$ cat config.mk
export PLATFORM = sky130hd
export DESIGN_NAME = stream_muxn_flat
export DESIGN_NICKNAME = d
export VERILOG_FILES = /design/src/rtl/stream_pkg.sv /design/src/rtl/stream_muxn_if.sv /design/src/rtl/stream_muxn_rr_arbiter.sv /design/src/rtl/stream_muxn.sv /design/src/flat_wrapper.sv
export SDC_FILE = /design/constraint.sdc
export NUM_CORES = 1
export LEC_CHECK = 0
export BUFFER_PORTS_ARGS = -buffer_cell sky130_fd_sc_hd__buf_2
export CORE_MARGIN = 2
export CORE_UTILIZATION = 30
export DETAILED_ROUTE_END_ITERATION = 16
export PLACE_DENSITY = 0.6
export SLEW_MARGIN = 20
export SYNTH_ARGS = -nofsm -noshare
export SYNTH_HDL_FRONTEND = slang
export SYNTH_HIERARCHICAL = 1
export SYNTH_SLANG_ARGS = --single-unit
export TNS_END_PERCENT = 5
$ cat constraint.sdc
create_clock -name clk -period 7.9 [get_ports clk]
set_clock_uncertainty 0.05 [all_clocks]
set_input_delay 0.79 -clock clk [delete_from_list [all_inputs] [get_ports clk]]
set_output_delay 0.79 -clock clk [all_outputs]
set_load 0.02 [all_outputs]
$ cat src/rtl/stream_pkg.sv
// Shared constants and helpers for the stream multiplexer slice.
// Select widths are derived here so every file agrees on them.
package stream_pkg;

   localparam logic MODE_FIXED = 1'b0;
   localparam logic MODE_RR    = 1'b1;
   localparam int   DEF_WIDTH  = 8;

   function automatic int clog2(input int n);
      int r;
      r = 0;
      while ((1 << r) < n) r++;
      return r;
   endfunction

   function automatic int selw(input int n);
      return (clog2(n) < 1) ? 1 : clog2(n);
   endfunction

endpackage

$ cat src/rtl/stream_muxn_if.sv
// Producer/consumer bundle for stream_muxn.
// slave is the mux side, master is the environment side.
import stream_pkg::*;

interface stream_muxn_if #(
   parameter int WIDTH = DEF_WIDTH,
   parameter int N     = 4
);

   localparam int SELW = selw(N);

   logic [N-1:0]       in_valid;
   logic [N*WIDTH-1:0] in_data;
   logic [N-1:0]       in_ready;
   logic               out_valid;
   logic [WIDTH-1:0]   out_data;
   logic [SELW-1:0]    out_ch;
   logic               out_ready;

   modport master (
      output in_valid,
      output in_data,
      output out_ready,
      input  in_ready,
      input  out_valid,
      input  out_data,
      input  out_ch
   );

   modport slave (
      input  in_valid,
      input  in_data,
      input  out_ready,
      output in_ready,
      output out_valid,
      output out_data,
      output out_ch
   );

endinterface

$ cat src/rtl/stream_muxn_rr_arbiter.sv
// Combinational round-robin pick: first requester after ptr,
// wrapping modulo N. Pointer storage lives in the caller.
module rr_arbiter
   import stream_pkg::*;
#(
   parameter  int N    = 4,
   localparam int SELW = selw(N)
) (
   input  logic [N-1:0]    req,
   input  logic [SELW-1:0] ptr,
   input  logic            en,
   output logic [SELW-1:0] gnt,
   output logic            gnt_vld
);

   logic [SELW-1:0] idx;
   logic            hit;

   always_comb begin
      gnt = '0;
      hit = 1'b0;
      idx = ptr;
      for (int k = 0; k < N; k++) begin
         // step first so ptr itself is scanned last
         if (idx >= SELW'(N - 1))
            idx = '0;
         else
            idx = idx + SELW'(1);
         if (!hit && req[idx]) begin
            gnt = idx;
            hit = 1'b1;
         end
      end
      gnt_vld = hit && en;
   end

endmodule

$ cat src/rtl/stream_muxn.sv
// N-input stream mux with fixed-select or round-robin grant
// and a single registered output stage carrying the channel.
module stream_muxn
   import stream_pkg::*;
#(
   parameter int WIDTH = DEF_WIDTH,
   parameter int N     = 4
) (
   input  logic                 clk,
   input  logic                 rst_n,
   input  logic                 mode,
   input  logic [selw(N)-1:0]   sel,
   stream_muxn_if.slave         bus
);

   localparam int SELW = selw(N);
   localparam int NP   = 1 << SELW;

   logic [SELW-1:0]  ptr;
   logic             ovalid;
   logic [WIDTH-1:0] odata;
   logic [SELW-1:0]  och;

   logic [NP-1:0]    vld_ext;
   logic [WIDTH-1:0] words [NP];
   logic             fx_vld;
   logic [SELW-1:0]  rr_gnt;
   logic             rr_vld;
   logic [SELW-1:0]  gnt;
   logic             gnt_vld;
   logic             load;

   // pad to a power of two so sel >= N reads zeros, never X
   assign vld_ext = NP'(bus.in_valid);

   always_comb begin
      for (int i = 0; i < NP; i++) words[i] = '0;
      for (int i = 0; i < N; i++)
         words[i] = bus.in_data[i*WIDTH +: WIDTH];
   end

   assign fx_vld = ({1'b0, sel} < (SELW + 1)'(N))
                   && vld_ext[sel];

   rr_arbiter #(.N(N)) u_arb (
      .req     (bus.in_valid),
      .ptr     (ptr),
      .en      (mode == MODE_RR),
      .gnt     (rr_gnt),
      .gnt_vld (rr_vld)
   );

   assign gnt     = (mode == MODE_RR) ? rr_gnt : sel;
   assign gnt_vld = (mode == MODE_RR) ? rr_vld : fx_vld;
   assign load    = !ovalid || bus.out_ready;

   always_comb begin
      bus.in_ready = '0;
      for (int i = 0; i < N; i++)
         if (load && gnt_vld && gnt == SELW'(i))
            bus.in_ready[i] = 1'b1;
   end

   always_ff @(posedge clk or negedge rst_n) begin
      if (!rst_n) begin
         ovalid <= 1'b0;
         odata  <= '0;
         och    <= '0;
         ptr    <= SELW'(N - 1);
      end else if (load) begin
         ovalid <= gnt_vld;
         if (gnt_vld) begin
            odata <= words[gnt];
            och   <= gnt;
            if (mode == MODE_RR) ptr <= gnt;
         end
      end
   end

   assign bus.out_valid = ovalid;
   assign bus.out_data  = odata;
   assign bus.out_ch    = och;

endmodule

$ cat src/flat_wrapper.sv
// flat-port wrapper written by rule: the top's interface ports become plain ports
module stream_muxn_flat import stream_pkg::*;
#(
   parameter int WIDTH = DEF_WIDTH,
   parameter int N     = 4
)
  (clk, rst_n, mode, sel, bus_in_valid, bus_in_data, bus_out_ready, bus_in_ready, bus_out_valid, bus_out_data, bus_out_ch);
  stream_muxn_if #(.WIDTH(WIDTH), .N(N)) bus_i ();
  input  logic clk;
  input  logic rst_n;
  input  logic mode;
  input  logic [selw(N)-1:0] sel;
  input wire logic [$bits(bus_i.in_valid)-1:0] bus_in_valid;
  input wire logic [$bits(bus_i.in_data)-1:0] bus_in_data;
  input wire logic [$bits(bus_i.out_ready)-1:0] bus_out_ready;
  output wire logic [$bits(bus_i.in_ready)-1:0] bus_in_ready;
  output wire logic [$bits(bus_i.out_valid)-1:0] bus_out_valid;
  output wire logic [$bits(bus_i.out_data)-1:0] bus_out_data;
  output wire logic [$bits(bus_i.out_ch)-1:0] bus_out_ch;
  assign bus_i.in_valid = bus_in_valid;
  assign bus_i.in_data = bus_in_data;
  assign bus_i.out_ready = bus_out_ready;
  assign bus_in_ready = bus_i.in_ready;
  assign bus_out_valid = bus_i.out_valid;
  assign bus_out_data = bus_i.out_data;
  assign bus_out_ch = bus_i.out_ch;
  stream_muxn #(.WIDTH(WIDTH), .N(N)) u_core (.clk(clk), .rst_n(rst_n), .mode(mode), .sel(sel), .bus(bus_i));
endmodule
Word level (Yosys, flattened, before mapping)
Index checks and enable logic that the tools add are counted.

word-level totals
  word-level logic and storage cells = 70
  memories = 0
  memory bits (read-only) = 0
  register bits after elaboration = 13
  output and inout port bits = 15
  bits in latches = 0
  bits of input ports = 42
  bits in writable memories = 0

operators by class
  shift operators = 0
  multipliers = 0
  div/mod/pow operators = 0
  equal/unequal tests = 3
  reduce and logical (&&, ||, !) cells = 17
  add/subtract/negate cells = 4
  bitwise gates (word level) = 1
  $lt $le $gt $ge = 10
  mux-type cells = 31

operator list
  kind                 number
  $mux 2               9
  $bmux 8 s2           1
  $mux 8               2
  $lt 2x3->1 const B   5
  $mux 1               14
  $bmux 1 s2           5
  $logic_and 1x1->1    9
  $add 2x1->2 const B  4
  $ge 2x2->1 const B   4
  $eq 2x2->1 const B   2
  $logic_not 1->1      4
  $ge 3x3->1 const B   1
  $not 2->3            1
  $reduce_and 3->1     1
  $eq 2x1->1 const B   1
  $logic_not 2->1      1
  $reduce_and 2->1     1
  $logic_or 1x1->1     1

Logic depth before layout (Yosys ltp)
  depth after elaboration = 19
  mapped depth = 8
  mapped depth without buffers = 7

By module
Netlist, hierarchy kept.

modules (own cells, without submodules)
  module       sequential area each (um^2)  cells each  times used  area an instance (um^2)
  stream_muxn  327.8                        53          1           802.0
  rr_arbiter   0.0                          14          1           111.4

Worst setup path before layout
No wires, ideal clock.

  path type = input-to-output
  start point = input port bus_in_valid[0]
  end point = output port bus_in_ready[1]
  path buffers = 1
  setup slack = 4.458 ns
  arrival = 2.602 ns
  required time = 7.060 ns
  stages = 6
  cell sequence = nand2_2 -> a2111oi_4 -> nor3_1 -> mux2i_1 -> clkbuf_1 -> nor4b_1

on the way
  elaborated cells between the ends (all ways) = 31
  classes of those cells = eq/ne (1); mux (21); reduce/logical (9)

RTL lines
  element                       RTL line                      text
  start, declared               flat_wrapper.sv:13            input wire logic [$bits(bus_i.in_valid)-1:0] bus_in_valid;
  $bmux 1 s2                    stream_muxn_rr_arbiter.sv:29  if (!hit && req[idx]) begin
  $mux 1 (implied by the code)  stream_muxn_rr_arbiter.sv:29
  $mux 1                        stream_muxn_rr_arbiter.sv:29
  $logic_not 1->1               stream_muxn_rr_arbiter.sv:29
  $logic_and 1x1->1             stream_muxn_rr_arbiter.sv:29
  $mux 1                        stream_muxn_rr_arbiter.sv:29
  $logic_not 1->1               stream_muxn_rr_arbiter.sv:29
  $logic_and 1x1->1             stream_muxn_rr_arbiter.sv:29
  $mux 1                        stream_muxn_rr_arbiter.sv:29
  $logic_not 1->1               stream_muxn_rr_arbiter.sv:29
  $logic_and 1x1->1             stream_muxn_rr_arbiter.sv:29
  $mux 2 (*)                    stream_muxn_rr_arbiter.sv:29
  net u_core.rr_gnt[1]          stream_muxn.sv:27             logic [SELW-1:0] rr_gnt;
  $mux 2 (*)                    stream_muxn.sv:53             assign gnt = (mode == MODE_RR) ? rr_gnt : sel;
  $eq 2x1->1 (*)                stream_muxn.sv:60             if (load && gnt_vld && gnt == SELW'(i))
  $logic_and 1x1->1 (*)         stream_muxn.sv:60
  $mux 1 (*)                    stream_muxn.sv:60
  end, declared                 flat_wrapper.sv:16            output wire logic [$bits(bus_i.in_ready)-1:0] bus_in_ready;

The timed path passes the listed nets; every way through them passes the cells marked *. The select of a mux whose other input is x is not followed.

Final worst setup path
  start point = register u_core.ptr[0]
  end point = output port bus_in_ready[2]

on the way
  elaborated cells between the ends (all ways) = 41
  classes of those cells = add/sub (4); order compare (4); eq/ne (1); mux (23); reduce/logical (9)

RTL lines
  element                                               RTL line                                                    text
  start, declared                                       stream_muxn.sv:19                                           logic [SELW-1:0] ptr;
  start signal, assigned                                stream_muxn.sv:69                                           ptr <= SELW'(N - 1);
  start signal, assigned                                stream_muxn.sv:75                                           if (mode == MODE_RR) ptr <= gnt;
  $add 2x1->2 or $ge 2x2->1 (tied branches)             stream_muxn_rr_arbiter.sv:28, stream_muxn_rr_arbiter.sv:25
  $mux 2 (*)                                            stream_muxn_rr_arbiter.sv:25                                if (idx >= SELW'(N - 1))
  branches (longest 11 deep; another with $add 2x1->2)  -
  $mux 2 (*)                                            stream_muxn_rr_arbiter.sv:29
  net u_core.rr_gnt[0]                                  stream_muxn.sv:27
  $mux 2 (*)                                            stream_muxn.sv:53
  $eq 2x2->1 (*)                                        stream_muxn.sv:60
  $logic_and 1x1->1 (*)                                 stream_muxn.sv:60
  $mux 1 (*)                                            stream_muxn.sv:60

Mark *: on every way through the listed nets, which the timed path passes. The select of a mux whose other input is x is not followed.

==> flow_metrics.py <==
metrics = {
    "clock_network": {
        "post-cts-setup-buffers": 0,
        "cts_hold_buf": 0,
        "cts_root_buf": "clkbuf_4",
        "cts_buffer_depth": 2,
        "clk_pin_slew_ps": 80,
        "cts_tree": "built",
        "cts_buffers": 3,
        "clkSinkCount": 13,
        "clk_latency_ps": 270,
        "htree_levels": 1,
        "post_cts_resized": 0,
    },
    "critical_path": {
        "crit_type": "flip-flop to output port",
        "critPathCaptureType": "output port",
        "cp.required_ps": 7060,
        "path_max_fanout": 14,
        "r2r_start": "u_core/ptr[0]",
        "arrival_ps": 2710,
        "r2r_end": "u_core/bus.out_data[3]",
        "ff2ff_path_depth": 7,
        "r2r_setup_slack_ps": 4880,
        "start_kind": "flip-flop",
    },
    "synthesis": {
        "synth_area_leader_cell": "dfrtp_1",
        "ys_ff_latch": 13,
        "ys_seq_area_frac": 0.359,
        "avgSynthCellArea_um2": 13.6,
        "synthFlopType": "dfrtp_1",
        "yosys-top-cells-area": "dfrtp_1 30%, mux4_2 12%, mux4_1 12%",
        "synthArstFlopShare": 1.00,
        "netlist_instances": 67,
        "yosysTopAreaCellShare": 0.301,
        "yosysWarnings": 6,
        "synth-edff-count": 0,
        "synth.cell_area_um2": 913,
        "synth.net_count": 110,
        "synthDistinctLibCells": 30,
    },
    "placed_design": {
        "gp_congestion": 0.679,
        "hpwl_um": 1760,
        "portBuffers": 56,
    },
    "floorplan": {
        "die_h_um": 59.2,
        "initial_core_util": 0.307,
        "coreArea_um2": 2980,
        "io_pins": 57,
        "die_width_um": 59.2,
        "dieArea_um2": 3500,
        "rows": 20,
    },
    "pwr": {
        "p_switching_mw": 0.122,
        "power_mw": 0.313,
        "power.density_nw_per_um2": 250,
        "irDropWorstVdd_mv": 0.112,
        "p_sw_frac": 0.389,
        "combPwrFrac": 0.525,
        "clkPwrFrac": 0.127,
        "p_seq_frac": 0.349,
        "p_leak_nw": 0.595,
        "p_int_mw": 0.191,
    },
    "grt": {
        "grt_overflow": 0,
        "grt_pass1_wl_um": 3520,
        "grt_max_degree": 15,
        "grt_usage": 0.132,
        "grt_pass1_vias": 822,
        "grt_antenna_before_repair": 0,
    },
    "sta": {
        "max_freq_mhz": 282,
        "setup_viol": 0,
        "hold_violations": 0,
        "rsz0062_at_grt": "no",
        "whs_ps": 337,
        "maxSlewHeadroom": 0.355,
        "setup_tns_ps": 0,
        "post-route-min-period_ps": 3550,
        "drv_slew": 0,
        "worstMarginPinSlew_ps": 949,
        "period_share": 0.449,
    },
    "drt": {
        "drtAntennaViolNets": 0,
        "num_vias": 801,
        "via_per_inst": 5.07,
        "wl_um": 2130,
        "drtIter0Drc": 33,
        "first_pass_iters": 4,
        "drc": 0,
        "wl_per_cell_um": 13.5,
    },
    "flow_run": {
        "cap_violations": 0,
    },
    "layout": {
        "areaGrowthSynthToFinish_pct": 36.8,
        "layout-drive-gt1-share": 0.648,
        "antennaDiodeCount": 0,
        "nNetsFinal": 169,
    },
    "min_path": {
        "worstHoldPathType": "input port to asynchronous set/reset pin",
    },
    "outcome": {
        "status": "finished, final reports clean",
    },
}
sequential cells by signal (all words and copies together) (netlist names):
name and flops:
u_core/bus.out_ch 2, u_core/bus.out_data 8, u_core/bus.out_valid 1, u_core/ptr 2
how the worst max path moves through the flow:
stage	from	endpoint	slack, ps	cells after the start
2_1_floorplan	bus_in_valid[0]	bus_in_ready[1]	4460	6
3_3_place_gp	bus_in_valid[1]	bus_in_ready[2]	4540	7
3_5_place_dp	bus_in_valid[1]	bus_in_ready[2]	4470	7
4_1_cts	u_core/ptr[0]	bus_in_ready[2]	4300	7
5_1_grt	u_core/ptr[0]	bus_in_ready[2]	4080	7
6_report	u_core/ptr[0]	bus_in_ready[2]	4350	7
synth_stat cells, drive strengths merged, types with 2 or more instances:
cell type and count:
dfrtp 11, mux4 9, mux2 8, o21ai 5
nand2 4, a21oi 3, mux2i 3, clkbuf 2
dfstp 2, nand2b 2, nor2 2, nor3 2
nor4b 2, o31ai 2
metal layers:
layer | part of all wire | vias to the layer above | global-route usage
met5 | 0 | - | 0
met1 | 0.45 | 376 | 0.178
met3 | 0.048 | 2 | 0.0131
met2 | 0.50 | 30 | 0.219
met4 | 0.0066 | 0 | 0.0487
li1 | - | 393 | -
power groups by stage:
stage / clock network (mW) / registers (mW) / logic [mW]
finish: 0.0396 / 0.109 / 0.164
global placement: 0 / 0.110 / 0.163
CTS: 0.0420 / 0.110 / 0.166
floorplan: 0 / 0.138 / 0.0871
global route: 0.0463 / 0.114 / 0.178
detailed placement: 0 / 0.111 / 0.166
worst max-delay path, cell delays in order, from the launching register on:
cell     delay, ps
dfstp_2        590
ha_1           250
o21ai_1        110
a21oi_1        140
nor3_1          80
mux2i_2        740
nor4b_1        300
buf_2          210
area by class of cell:
class | count | area, um^2
repair buffers | 57 | 288
well taps | 33 | 41.3
multi-input cells | 50 | 563
clock buffers | 4 | 26.3
inverters | 1 | 3.75
fillers | 284 | 1730
flip-flops and latches | 13 | 328
cell families after synthesis:
family | share of synthesized area
buf+inv | 0.0247
fa+ha+maj | 0.0137
simple gates | 0.101
flops | 0.359
mux | 0.388
compound gates | 0.114
layout by cell type (no fill, tap or decap), types with 2 or more instances in the layout:
cell	Yosys	layout
buf_2	0	56
dfrtp_1	11	11
mux2_2	8	8
mux4_2	5	5
o21ai_0	4	4
mux4_1	4	4
clkbuf_4	0	3
nand2_1	3	3
a21oi_1	3	3
nor4b_1	2	2
nand2b_1	2	2
o31ai_1	2	2
dfstp_2	2	2
nor3_1	2	2
per-stage QoR:
step / instances / utilization / cell area (um^2) / setup WS, ps
CTS: 158 / 0.420 / 1250 / 4300
global placement: 154 / 0.411 / 1220 / 4540
finish: 158 / 0.420 / 1250 / 4350
global route: 158 / 0.420 / 1250 / 4080
floorplan: 67 / - / 913 / 4460
detailed placement: 154 / 0.411 / 1220 / 4470
(Power assumes the default switching activity.)
